### config.mk
export PLATFORM = sky130hd
export DESIGN_NAME = mag_comp_serial
export DESIGN_NICKNAME = d
export VERILOG_FILES = /design/src/rtl/mag_comp_serial.sv
export SDC_FILE = /design/constraint.sdc
export NUM_CORES = 1
export LEC_CHECK = 0
export BUFFER_PORTS_ARGS = -buffer_cell sky130_fd_sc_hd__buf_2
export CAP_MARGIN = 20
export CORE_MARGIN = 4
export CORE_UTILIZATION = 50
export CTS_BUF_LIST = sky130_fd_sc_hd__clkbuf_16
export CTS_CLUSTER_DIAMETER = 80
export CTS_CLUSTER_SIZE = 14
export DETAILED_ROUTE_END_ITERATION = 7
export PLACE_DENSITY = 0.82
export RECOVER_POWER = 100
export REMOVE_ABC_BUFFERS = 1
export SLEW_MARGIN = 20
export SYNTH_ARGS = -nofsm -noshare
export SYNTH_HDL_FRONTEND = slang
export SYNTH_SLANG_ARGS = --single-unit
### constraint.sdc
create_clock -name clk -period 2.6 [get_ports clk]
set_input_delay 0.13 -clock clk [delete_from_list [all_inputs] [get_ports clk]]
set_output_delay 0.13 -clock clk [all_outputs]
set_load 0.02 [all_outputs]
### src/rtl/mag_comp_serial.sv
// Digit-serial MSB-first magnitude comparator with valid/ready capture and early exit.
// Optional two's-complement compare is enabled by defining CMP_SIGNED_EN.
module mag_comp_serial #(
    parameter int WIDTH = 16,
    parameter int DIGIT = 4,
    localparam int NDIG = WIDTH / DIGIT,
    localparam int CW   = $clog2(NDIG) + 1
) (
    input  logic             clk,
    input  logic             rst_n,
    input  logic             in_valid,
    output logic             in_ready,
    input  logic [WIDTH-1:0] a,
    input  logic [WIDTH-1:0] b,
`ifdef CMP_SIGNED_EN
    input  logic             signed_mode,
`endif
    output logic             out_valid,
    input  logic             out_ready,
    output logic             lt,
    output logic             eq,
    output logic             gt,
    output logic [CW-1:0]    ndigits,
    output logic [1:0]       fsm_state
);
    // Handshake: a transfer happens on a rising edge where valid and ready are both high;
    // the source holds valid and data stable until then, and ready never depends on valid.

    localparam int IW = (NDIG > 1) ? $clog2(NDIG) : 1;

    typedef enum logic [1:0] {
        IDLE = 2'd0,
        RUN  = 2'd1,
        DONE = 2'd2
    } state_t;

    state_t           state;
    logic [WIDTH-1:0] a_q;
    logic [WIDTH-1:0] b_q;
    logic [IW-1:0]    idx;
    logic [CW-1:0]    cnt;
    logic [WIDTH-1:0] flip;
    logic [DIGIT-1:0] dig_a;
    logic [DIGIT-1:0] dig_b;

    // Flipping the sign bit of both operands maps two's-complement order onto unsigned order.
`ifdef CMP_SIGNED_EN
    assign flip = WIDTH'(signed_mode) << (WIDTH - 1);
`else
    assign flip = '0;
`endif

    assign dig_a     = a_q[int'(idx) * DIGIT +: DIGIT];
    assign dig_b     = b_q[int'(idx) * DIGIT +: DIGIT];
    assign fsm_state = state;

    always_ff @(posedge clk or negedge rst_n) begin
        if (!rst_n) begin
            state     <= IDLE;
            in_ready  <= 1'b1;
            out_valid <= 1'b0;
            lt        <= 1'b0;
            eq        <= 1'b0;
            gt        <= 1'b0;
            ndigits   <= '0;
            a_q       <= '0;
            b_q       <= '0;
            idx       <= '0;
            cnt       <= '0;
        end else begin
            case (state)
                IDLE: begin
                    if (in_valid) begin
                        a_q      <= a ^ flip;
                        b_q      <= b ^ flip;
                        idx      <= IW'(NDIG - 1);
                        cnt      <= CW'(1);
                        in_ready <= 1'b0;
                        state    <= RUN;
                    end
                end
                RUN: begin
                    if (dig_a > dig_b) begin
                        gt        <= 1'b1;
                        ndigits   <= cnt;
                        out_valid <= 1'b1;
                        state     <= DONE;
                    end else if (dig_a < dig_b) begin
                        lt        <= 1'b1;
                        ndigits   <= cnt;
                        out_valid <= 1'b1;
                        state     <= DONE;
                    end else if (idx == '0) begin
                        eq        <= 1'b1;
                        ndigits   <= cnt;
                        out_valid <= 1'b1;
                        state     <= DONE;
                    end else begin
                        idx <= idx - 1'b1;
                        cnt <= cnt + 1'b1;
                    end
                end
                DONE: begin
                    if (out_ready) begin
                        out_valid <= 1'b0;
                        lt        <= 1'b0;
                        eq        <= 1'b0;
                        gt        <= 1'b0;
                        in_ready  <= 1'b1;
                        state     <= IDLE;
                    end
                end
                default: begin
                    state <= IDLE;
                end
            endcase
        end
    end

endmodule

-- Word-level counts from Yosys, hierarchy flattened
Cells that the tools add are included.
- flip-flop bits (word level): 47
- add/sub/neg operators: 2
- $lt $le $gt $ge: 2
- equality and inequality tests: 11
- shift operators: 2
- muxes and demuxes: 35
- reduce and logical (&&, ||, !) cells: 15
- operators by type and width (kind ; count):
    16-bit by 5-bit indexed part select with 4-bit output ; 2
    3-bit two-way mux ; 7
    2-bit two-way mux ; 9
    2-bit != test, second input constant ; 8
    3-bit AND reduction ; 4
    1-bit two-way mux ; 11
    1-bit case mux with 2 select lines ; 5
    5-bit AND reduction ; 2
    2-bit case mux with 3 select lines ; 1
    3-bit case mux with 2 select lines ; 1
    2-bit nonzero test ; 3
    4-bit > comparator ; 1
    2-bit zero test ; 2
    4-bit less-than comparator ; 1
    4-bit != test, second input constant ; 1
    2-bit case mux with 2 select lines ; 1
    2-bit AND reduction ; 2
    4-bit AND reduction ; 1
    3-bit by 1-bit adder with 3-bit output, second input constant ; 1
    3-bit nonzero test ; 1
    2-bit by 1-bit == test with 1-bit output, second input constant ; 1
    2-bit == test, second input constant ; 1
    2-bit by 1-bit subtractor with 2-bit output, second input constant ; 1

-- Logic depth before layout (Yosys ltp)
Gate-level depths: netlist of the first run.
- depth after elaboration: 5
- gate-level depth with buffers: 9

-- Worst setup path before layout of the first run
Ideal clock, no wire load.
- path type: register -> register
- from: register idx[0]
- to: register ndigits[0]
- arrival: 2470 ps
- required time: 2475 ps
- path slack: 6 ps
- stages on the path, launching flop included: 8
- cells stage by stage: dfrtp_1 buf_2 mux4_2 ha_1 nand4_2 a311oi_2 nand2b_1 mux2_2
- longest elaborated chain between the ends: 4
- elaborated cells between the ends (all ways): 9
- those cells by class: 2 x order compare; 2 x shift; 2 x mux; 3 x reduce/logical
- RTL lines (what ; RTL line ; text):
    from (decl) ; 40 ; logic [IW-1:0] idx;
    from (signal assigned) ; 76 ; idx <= IW'(NDIG - 1);
    from (signal assigned) ; 99 ; idx <= idx - 1'b1;
    16-bit by 5-bit indexed part select with 4-bit output (on tied branches) ; 53, 54 ;
    4-bit > comparator or 4-bit less-than comparator (tied branches) ; 83, 88 ;
    3-bit nonzero test (no source line) or 3-bit two-way mux (tied branches) ; - ;
    2-bit AND reduction (no source line) or 3-bit two-way mux (tied branches) ; - ;
    to (signal assigned) ; 85 ; ndigits <= cnt;
    to (signal assigned) ; 90 ; ndigits <= cnt;
    to (signal assigned) ; 95 ; ndigits <= cnt;
    to (decl) ; 23 ; output logic [CW-1:0] ndigits,
Parallel ways exist; a longest one is shown, timed or not.
A chain may end at the register's enable or synchronous reset.

-- Worst setup path after layout of the first run
Same ends and word-level chain as after synthesis.

==> metrics.md, run 1 <==
| Metric | Value |
|---|---|
| Status | `completed` |
| Top FF cell, synth | `dfrtp_1` |
| R2R setup slack | `80 ps` |
| Placed cells | `288` |
| First-pass detailed-route iteration total | `4` |
| Buffers on Ports | `45` |
| Post-synthesis cell type count | `42` |
| Synth top area cells | `dfrtp_1 (48%), mux2_2 (16%), mux4_2 (7.5%), ha_1 (4.7%), nand2_1 (2.5%)` |
| Minimum clock period | `2520 ps` |
| Detail Route Antenna Nets | `0` |
| Placeable Area | `4690 µm²` |
| Yosys reg bits | `47` |
| Fmax | `397 MHz` |
| Hold Path Sink | `b_q[14]$_DFFE_PN0P_` |
| R2R depth | `7` |
| H-Tree Level Count | `2` |
| CTS tree | `built` |
| Maximum VDD drop | `0.000644 V` |
| Synth Instances | `192` |
| CP Data Required Time | `2770 ps` |
| Via/cell ratio | `5.48` |
| Largest stage delay on the critical path | `540 ps` |
| Synthesized area | `2410 µm²` |
| HP Class | `in -> reg` |
| Cell accounting for the most synthesized area | `dfrtp_1` |
| Clock buffer depth | `2` |
| Pleak | `1.35 nW` |
| FF-to-FF Start | `idx[0]$_DFFE_PN0P_` |
| Hold Startpoint | `b[14]` |
| Die ar. | `6000 µm²` |
| Slew HR | `24.8%` |
| Total Wirelength | `4.46 mm` |
| CTS Buf Count | `5` |
| Clock tree sinks | `47` |
| Slowest-stage cell, CP | `mux4_2` |
| Remaining DRCs | `0` |
| Place WS | `72.7 ps` |
| Vias in the first global route | `1739` |
| Final hold vios | `0` |
| Post-DR wirelength/cell | `15.0 µm` |
| Final core occ | `61.9%` |
| Gpl congestion | `0.872` |
| CP cell instances | `buf_12 > mux4_2 > ha_4 > nand4_2 > a311oi_2 > nand2b_4 > mux2_2` |
| Ant diodes | `0` |
| Worst-margin pin slew | `1130 ps` |
| Die Ht | `77.5 µm` |
| Hold path depth | `2` |
| Max-cap viol count | `0` |
| Total Routing Usage GR | `16.2%` |
| Pwr/cell area | `1320 nW/µm²` |
| Die Width | `77.5 µm` |
| DR iter-0 viols | `89` |
| Synth top area share | `47.7%` |
| Post-detail-place hpwl | `3.22 mm` |
| Site Rows | `25` |
| Crit Path Class | `reg -> reg` |
| CP Launch Type | `register` |
| Initial antenna violation count | `0` |
| CTS root buf | `clkbuf_16` |
| WHS | `73.3 ps` |
| DR vias | `1633` |
| CP arrival | `2680 ps` |
| Worst Clk Skew | `3.93 ps` |
| Non-filler instance count after layout | `298` |
| Crit path capture type | `register` |
| Clock transition at the registers of the reported paths | `60 ps` |
| Worst r2r dst | `ndigits[0]$_DFFE_PN0P_` |
| Final setup vio count | `0` |
| Final Cycle Share | `96.8%` |
| Final WS setup | `83.8 ps` |
| I/O pins | `46` |
| Largest net degree at the start of global routing | `48` |
| Sequential area share after synthesis | `48.8%` |
| Max Transition Viols Final | `0` |
| Area growth syn-to-layout | `20.4%` |
| Buf/Inv on CP | `1` |
| Layout cells sized above 1 | `40.6%` |
| Initial cell density of the core | `51.4%` |
| CP delay by family, top | `multiplexers` |
| EDFF count, synth | `0` |
| Crit path max fanout | `7` |
| First-pass GRT wire length | `7.69 mm` |
| Setup TNS | `0 ps` |
| Ys Warns | `0` |
| Skew-Pair Late Insertion Delay | `280 ps` |
| Syn_area_per_cell | `12.6 µm²` |
| Layout net count | `288` |
| GR Overflow Total | `0` |
| Ys async rst share | `100%` |
-- cell usage after synthesis (2+ instances only) --
| cell | count |
|---|---|
| nand2b_1 | 4 |
| mux2i_1 | 3 |
| mux4_2 | 8 |
| nand2_1 | 16 |
| clkbuf_1 | 4 |
| a311o_1 | 2 |
| a21o_1 | 2 |
| ha_1 | 9 |
| o21ai_0 | 4 |
| a21oi_1 | 11 |
| nor3b_1 | 2 |
| dfrtp_1 | 46 |
| inv_1 | 15 |
| o211ai_1 | 2 |
| buf_2 | 4 |
| mux2_2 | 34 |
-- registers in the layout, summed over array words and instances, names as in the netlist --
name and cells:
fsm_state 2, b_q 16, idx 2, in_ready 1
lt 1, out_valid 1, gt 1, cnt 3
eq 1, ndigits 3, a_q 16
-- where the power goes --
group | switching, mW | internal [mW] | total (mW)
clock | 0.250 | 0.349 | 0.599
sequential | 0.190 | 1.08 | 1.27
combinational | 0.932 | 1.02 | 1.95
total | 1.37 | 2.45 | 3.82
-- metrics by stage --
step	total power [mW]	cell area [µm²]
4_1_cts	3.72	2860
6_report	3.82	2910
2_1_floorplan	2.59	2360
3_3_place_gp	3.05	2720
3_5_place_dp	3.10	2720
5_1_grt	4.11	2910
-- layer usage --
layer	vias to the layer above	part of all wire [%]	global-route usage (%)
met5	-	0	0
met4	0	1.6	6.41
met3	6	4.6	4.76
met2	30	50	27.3
met1	801	44	19.5
li1	796	-	-
-- final cells by class --
class	count	area (µm²)
inverter	15	56.3
tap	54	67.6
clock buffer	5	125
fill	374	1790
sequential	47	1180
clock inverter	3	15.0
multi-input combinational	120	1170
timing repair buffer	54	297
-- cells by family after synthesis --
kind of cell | synth area share, %
fa+ha+maj | 4.67
flops | 48.8
simple gates | 6.38
mux | 25.2
compound gates | 10.5
buf+inv | 4.46
-- layout by cell type (no fill, tap or decap), drive strengths merged, types with 3 or more instances in the layout --
master / n
a21oi: 11
nand2: 16
mux4: 8
inv: 15
nand2b: 4
mux2: 35
clkbuf: 18
dfrtp: 46
ha: 9
o21ai: 4
mux2i: 3
buf: 40
-- worst max-delay path by stage --
stage / from / depth (start not counted) / slack, ps / endpoint
6_report: idx[0]$_DFFE_PN0P_ / 7 / 80 / ndigits[0]$_DFFE_PN0P_
5_1_grt: idx[0]$_DFFE_PN0P_ / 7 / -10 / ndigits[0]$_DFFE_PN0P_
4_1_cts: idx[0]$_DFFE_PN0P_ / 7 / 40 / ndigits[0]$_DFFE_PN0P_
3_5_place_dp: idx[0]$_DFFE_PN0P_ / 7 / 70 / ndigits[0]$_DFFE_PN0P_
3_3_place_gp: idx[0]$_DFFE_PN0P_ / 7 / 110 / ndigits[0]$_DFFE_PN0P_
2_1_floorplan: idx[0]$_DFFE_PN0P_ / 6 / -370 / ndigits[0]$_DFFE_PN0P_
-- what timing repair did --
item	in CTS	in global routing
setup buffers	0	1
gates resized for setup	0	5
hold buffers	0	1
endpoints found under the hold margin	0	46
setup endpoints to repair	0	7
No activity file was read; power rests on OpenSTA's default activity.
==> run 2, diff against run 1 <==
==> constraint.sdc (replaced) <==
create_clock -name clk -period 2.6 [get_ports clk]
set_input_delay 0.13 -clock clk [delete_from_list [all_inputs] [get_ports clk]]
set_output_delay 0.13 -clock clk [all_outputs]
set_load 0.01 [all_outputs]
==> run 2 against run 1 <==
Compared with the run above:
- clock-buffer cell count unchanged
- routed wire length about the same
- critical path depth unchanged
- critical path type unchanged
- combinational power down 2%
- worst hold slack about the same
- fmax about the same
- non-clock buffer count unchanged
- clock power about the same
- total power down 1.3%
- clock skew about the same
- critical endpoint is now eq$_DFFE_PN0P_
==> metrics.md, run 2 (synthesis gave the netlist of run 1 again) <==
| Metric | Value |
|---|---|
| First-pass detailed-route iteration total | `4` |
| Place WS | `72.7 ps` |
| HP Class | `in -> reg` |
| Area growth syn-to-layout | `20.5%` |
| Worst-margin pin slew | `1130 ps` |
| Clk network pwr share | `15.9%` |
| Fmax | `398 MHz` |
| Logic pwr share | `50.5%` |
| CTS Buf Count | `5` |
| Buffers on Ports | `45` |
| Placed cells | `288` |
| Detail Route Antenna Nets | `0` |
| Sw Ratio | `35.0%` |
| Skew-Pair Late Insertion Delay | `280 ps` |
| Remaining DRCs | `0` |
| Gpl congestion | `0.872` |
| CTS tree | `built` |
| Max Transition Viols Final | `0` |
| Total Routing Usage GR | `16.2%` |
| Clock transition at the registers of the reported paths | `60 ps` |
| GR Overflow Total | `0` |
| Clock tree sinks | `47` |
| Die Ht | `77.5 µm` |
| Via/cell ratio | `5.48` |
| CTS root buf | `clkbuf_16` |
| Crit path max fanout | `7` |
| Initial cell density of the core | `51.4%` |
| Most frequent cells in the layout | `dfrtp_1 (46), buf_2 (35), mux2_2 (33)` |
| Post-DR wirelength/cell | `15.0 µm` |
| DR vias | `1632` |
| Largest net degree at the start of global routing | `48` |
| Final setup vio count | `0` |
| Maximum VDD drop | `0.000644 V` |
| Ant diodes | `0` |
| Placeable Area | `4690 µm²` |
| I/O pins | `46` |
| NetSw | `1.32 mW` |
| Initial antenna violation count | `0` |
| Die Width | `77.5 µm` |
| Final hold vios | `0` |
| Layout cells sized above 1 | `40.6%` |
| Overall power | `3.77 mW` |
| Top Registers | `a_q x16, b_q x16` |
| Vias in the first global route | `1739` |
| Pleak | `1.36 nW` |
| CP Launch Type | `register` |
| DR iter-0 viols | `89` |
| Crit Path Class | `reg -> reg` |
| Minimum clock period | `2510 ps` |
| Non-filler instance count after layout | `298` |
| Internal | `2.45 mW` |
| Total Wirelength | `4.47 mm` |
| First-pass GRT wire length | `7.69 mm` |
| Max-cap viol count | `0` |
| Layout net count | `288` |
| Seq pwr share | `33.6%` |
| Worst Clk Skew | `3.93 ps` |
| CP Data Required Time | `2770 ps` |
| Status | `completed` |
| Post-detail-place hpwl | `3.22 mm` |
| Slew HR | `24.8%` |
| H-Tree Level Count | `2` |
| Crit path capture type | `register` |
| CP arrival | `2690 ps` |
| Most common cell after layout, fill and taps aside | `dfrtp_1` |
| Clock buffer depth | `2` |
| Pwr/cell area | `1300 nW/µm²` |
| Die ar. | `6000 µm²` |
| Final Cycle Share | `96.7%` |
| Site Rows | `25` |
| Final WS setup | `85.3 ps` |
[run 2: cell types whose count changed in the layout (fill, tap and decap cells not counted)]
cell and change:
dfstp_1 +1, dfstp_2 -1, clkbuf_1 -1, buf_2 +1
[run 2: routing by layer]
layer	up-vias	routed length, µm	track usage, %
met5	-	0	0
met4	0	70	6.41
met3	6	203	4.76
met2	30	2230	27.3
met1	801	1960	19.5
li1	795	-	-
[run 2: through the flow]
step	hold slack [ps]	utilization [%]	TNS, ps	instance area, µm²
4_1_cts	58.5	60.9	0	2860
5_1_grt	65.9	61.9	-14.9	2910
3_5_place_dp	363	57.9	0	2720
6_report	73.1	61.9	0	2910
3_3_place_gp	357	57.9	0	2720
2_1_floorplan	-166	-	-1630	2360
[run 2: area by class of cell]
class,instances,area (µm²)
clock inverter,3,15.0
sequential,47,1180
tap,54,67.6
timing repair buffer,54,298
clock buffer,5,125
multi-input combinational,120,1170
inverter,15,56.3
fill,373,1790
[run 2: path summary, 6_finish.rpt]
| kind | start | to | slack [ps] | depth (start not counted) |
|---|---|---|---|---|
| hold / removal | b[14] | b_q[14]$_DFFE_PN0P_ | 70 | 2 |
| setup / recovery | idx[0]$_DFFE_PN0P_ | eq$_DFFE_PN0P_ | 90 | 7 |
| min in group asynchronous | rst_n | ndigits[1]$_DFFE_PN0P_ | 600 | 2 |
| setup reg to reg | idx[0]$_DFFE_PN0P_ | eq$_DFFE_PN0P_ | 90 | 7 |
| hold reg to reg | ndigits[1]$_DFFE_PN0P_ | ndigits[1]$_DFFE_PN0P_ | 500 | 1 |
| max in group asynchronous | rst_n | b_q[6]$_DFFE_PN0P_ | 1310 | 2 |
[run 2: power by group through the flow]
stage,Clock [mW],Combinational [mW],Sequential [mW]
after floorplan,0,1.26,1.27
after global placement,0,1.73,1.27
after detailed placement,0,1.76,1.28
after CTS,0.619,1.78,1.27
after global routing,0.649,2.09,1.32
final,0.599,1.91,1.27
[run 2: worst max-delay path, cell delays in order, from the launching register on]
cell	delay, ps
dfrtp_1	380
buf_12	140
mux4_2	540
ha_4	320
nand4_2	160
a311o_1	390
mux2_4	300
a22o_1	170
[run 2: what timing repair did]
action | 4_1_cts | 5_1_grt
hold endpoints to repair | 0 | 46
resized for setup | 0 | 5
setup endpoints to repair | 0 | 7
buffers inserted | 0 | 1
hold buffers | 0 | 1
==> run 3, diff against run 2 <==
--- a/config.mk
+++ b/config.mk
@@ -7,7 +7,7 @@
 export LEC_CHECK = 0
 export BUFFER_PORTS_ARGS = -buffer_cell sky130_fd_sc_hd__buf_2
 export CAP_MARGIN = 20
-export CORE_MARGIN = 4
+export CORE_MARGIN = 5
 export CORE_UTILIZATION = 50
 export CTS_BUF_LIST = sky130_fd_sc_hd__clkbuf_16
 export CTS_CLUSTER_DIAMETER = 80
==> run 3 against run 2 <==
Compared with the run above:
- clock skew increased by 3.9 ps
- via count increased by 4.4%
- sequential power about the same
- flip-flop and latch count unchanged
- largest power group unchanged
- final cell count unchanged
- die area increased by 5.2%
==> metrics.md, run 3 (synthesis gave the netlist of run 1 again) <==
| Metric | Value |
|---|---|
| Die Width | `79.5 µm` |
| CTS tree | `built` |
| Crit path max fanout | `4` |
| Fmax | `397 MHz` |
| Vias in the first global route | `1679` |
| CP Launch Type | `register` |
| Total Routing Usage GR | `16.5%` |
| CP cell instances | `buf_6 > mux4_2 > ha_4 > nand2b_4 > a311oi_2 > nand2b_4 > mux2_2` |
| CTS root buf | `clkbuf_16` |
| Pleak | `1.37 nW` |
| Area growth syn-to-layout | `22.2%` |
| CP Data Required Time | `2770 ps` |
| Layout cells sized above 1 | `41.0%` |
| Final hold vios | `0` |
| Largest net degree at the start of global routing | `48` |
| Largest stage delay on the critical path | `540 ps` |
| Total Wirelength | `5.04 mm` |
| Detail Route Antenna Nets | `0` |
| Die Ht | `79.5 µm` |
| H-Tree Level Count | `2` |
| First-pass GRT wire length | `7.98 mm` |
| DR vias | `1704` |
| Final setup vio count | `0` |
| Fillers | `377` |
| Die ar. | `6310 µm²` |
| Pwr/cell area | `1370 nW/µm²` |
| First-pass detailed-route iteration total | `4` |
| Skew-Pair Late Insertion Delay | `290 ps` |
| Via/cell ratio | `5.72` |
| Layout net count | `289` |
| Placed cell area | `2730 µm²` |
| Initial cell density of the core | `51.4%` |
| Top Registers | `a_q x16, b_q x16` |
| Status | `completed` |
| Gpl congestion | `0.855` |
| Post-DR wirelength/cell | `16.9 µm` |
| Postcts setup bufs | `0` |
| Buffers on Ports | `45` |
| CP arrival | `2700 ps` |
| GR Overflow Total | `0` |
| Minimum clock period | `2520 ps` |
| Clock tree sinks | `47` |
| Post-detail-place hpwl | `3.40 mm` |
| Site Rows | `25` |
| Max Transition Viols Final | `0` |
| Most frequent cells in the layout | `dfrtp_1 (46), buf_2 (35), mux2_2 (33)` |
| Initial antenna violation count | `0` |
| Slowest-stage cell, CP | `mux4_2` |
| Cell mode on critical path | `nand2b_4` |
| Worst Clk Skew | `7.82 ps` |
| DR iter-0 viols | `115` |
| Slew HR | `23.1%` |
| Maximum VDD drop | `0.000608 V` |
| Placeable Area | `4690 µm²` |
| Final Cycle Share | `96.9%` |
| HP Class | `in -> reg` |
| Most common cell after layout, fill and taps aside | `dfrtp_1` |
| CTS Buf Count | `5` |
| Setup TNS | `0 ps` |
| Max-cap viol count | `0` |
| Register area | `1180 µm²` |
| Final Cell Area | `2950 µm²` |
| Ant diodes | `0` |
| Remaining DRCs | `0` |
| I/O pins | `46` |
| Crit path capture type | `register` |
| Multi-input gate area | `1180 µm²` |
| Clock transition at the registers of the reported paths | `70 ps` |
| Clock buffer depth | `2` |
| Crit Path Class | `reg -> reg` |
| Worst-margin pin slew | `1150 ps` |
==> run 3: area by class of cell <==
cell class                 instances  share of cell area (%)
timing repair buffer              55                    10.3
multi-input combinational        120                    40.0
sequential                        47                    39.9
inverter                          15                    1.91
clock inverter                     2                    1.27
tap                               54                    2.29
clock buffer                       5                    4.24
==> run 3: what timing repair did <==
action / in CTS / in global routing
hold endpoints to repair: 0 / 46
resized for setup: 0 / 8
endpoints found under the setup margin: 0 / 10
hold buffers: 0 / 1
==> run 3: layer usage <==
metal	wire (µm)	track usage, %	share of wire (%)
met1	2200	21.5	44
met2	2530	26.1	50
met3	234	4.85	4.6
met4	80	5.67	1.6
met5	0	0	0
==> run 3: worst paths after layout <==
kind | to | cells past startpoint | startpoint | slack [ps]
worst min-delay path | b_q[13]$_DFFE_PN0P_ | 2 | b[13] | 60
worst max-delay path | ndigits[2]$_DFFE_PN0P_ | 7 | idx[0]$_DFFE_PN0P_ | 80
min in group asynchronous | out_valid$_DFFE_PN0P_ | 2 | rst_n | 600
worst max register to register | ndigits[2]$_DFFE_PN0P_ | 7 | idx[0]$_DFFE_PN0P_ | 80
max in group asynchronous | cnt[0]$_DFFE_PN0P_ | 2 | rst_n | 1290
worst min register to register | ndigits[1]$_DFFE_PN0P_ | 1 | ndigits[1]$_DFFE_PN0P_ | 500
==> run 3: power breakdown <==
group / internal (mW) / total, mW / switching [mW] / leakage, nW
clock: 0.448 / 0.710 / 0.263 / 0.0759
sequential: 1.08 / 1.27 / 0.191 / 0.547
combinational: 1.06 / 2.05 / 0.998 / 0.742
total: 2.58 / 4.03 / 1.45 / 1.37
==> run 3: critical path, delay by kind of cell, from the launching register on <==
kind                       cells  cell delay (ps)
AOI/OAI and AO/OA              1              350
adders and majority gates      1              340
and+or+nand+nor                2              290
buffers and inverters          1              150
muxes                          2              870
DFF                            1              400
==> run 3: through the flow <==
step / cells / hold slack [ps] / total power [mW] / setup WS (ps) / utilization (%)
after floorplan: 182 / -166 / 2.54 / -371 / -
after global placement: 290 / 359 / 3.01 / 112 / 58.3
after detailed placement: 290 / 364 / 3.07 / 34.4 / 58.3
after CTS: 297 / 58.5 / 3.80 / 3.77 / 61.7
after global routing: 298 / 66.4 / 4.30 / -3.46 / 62.8
final: 298 / 64.6 / 4.03 / 79.6 / 62.8
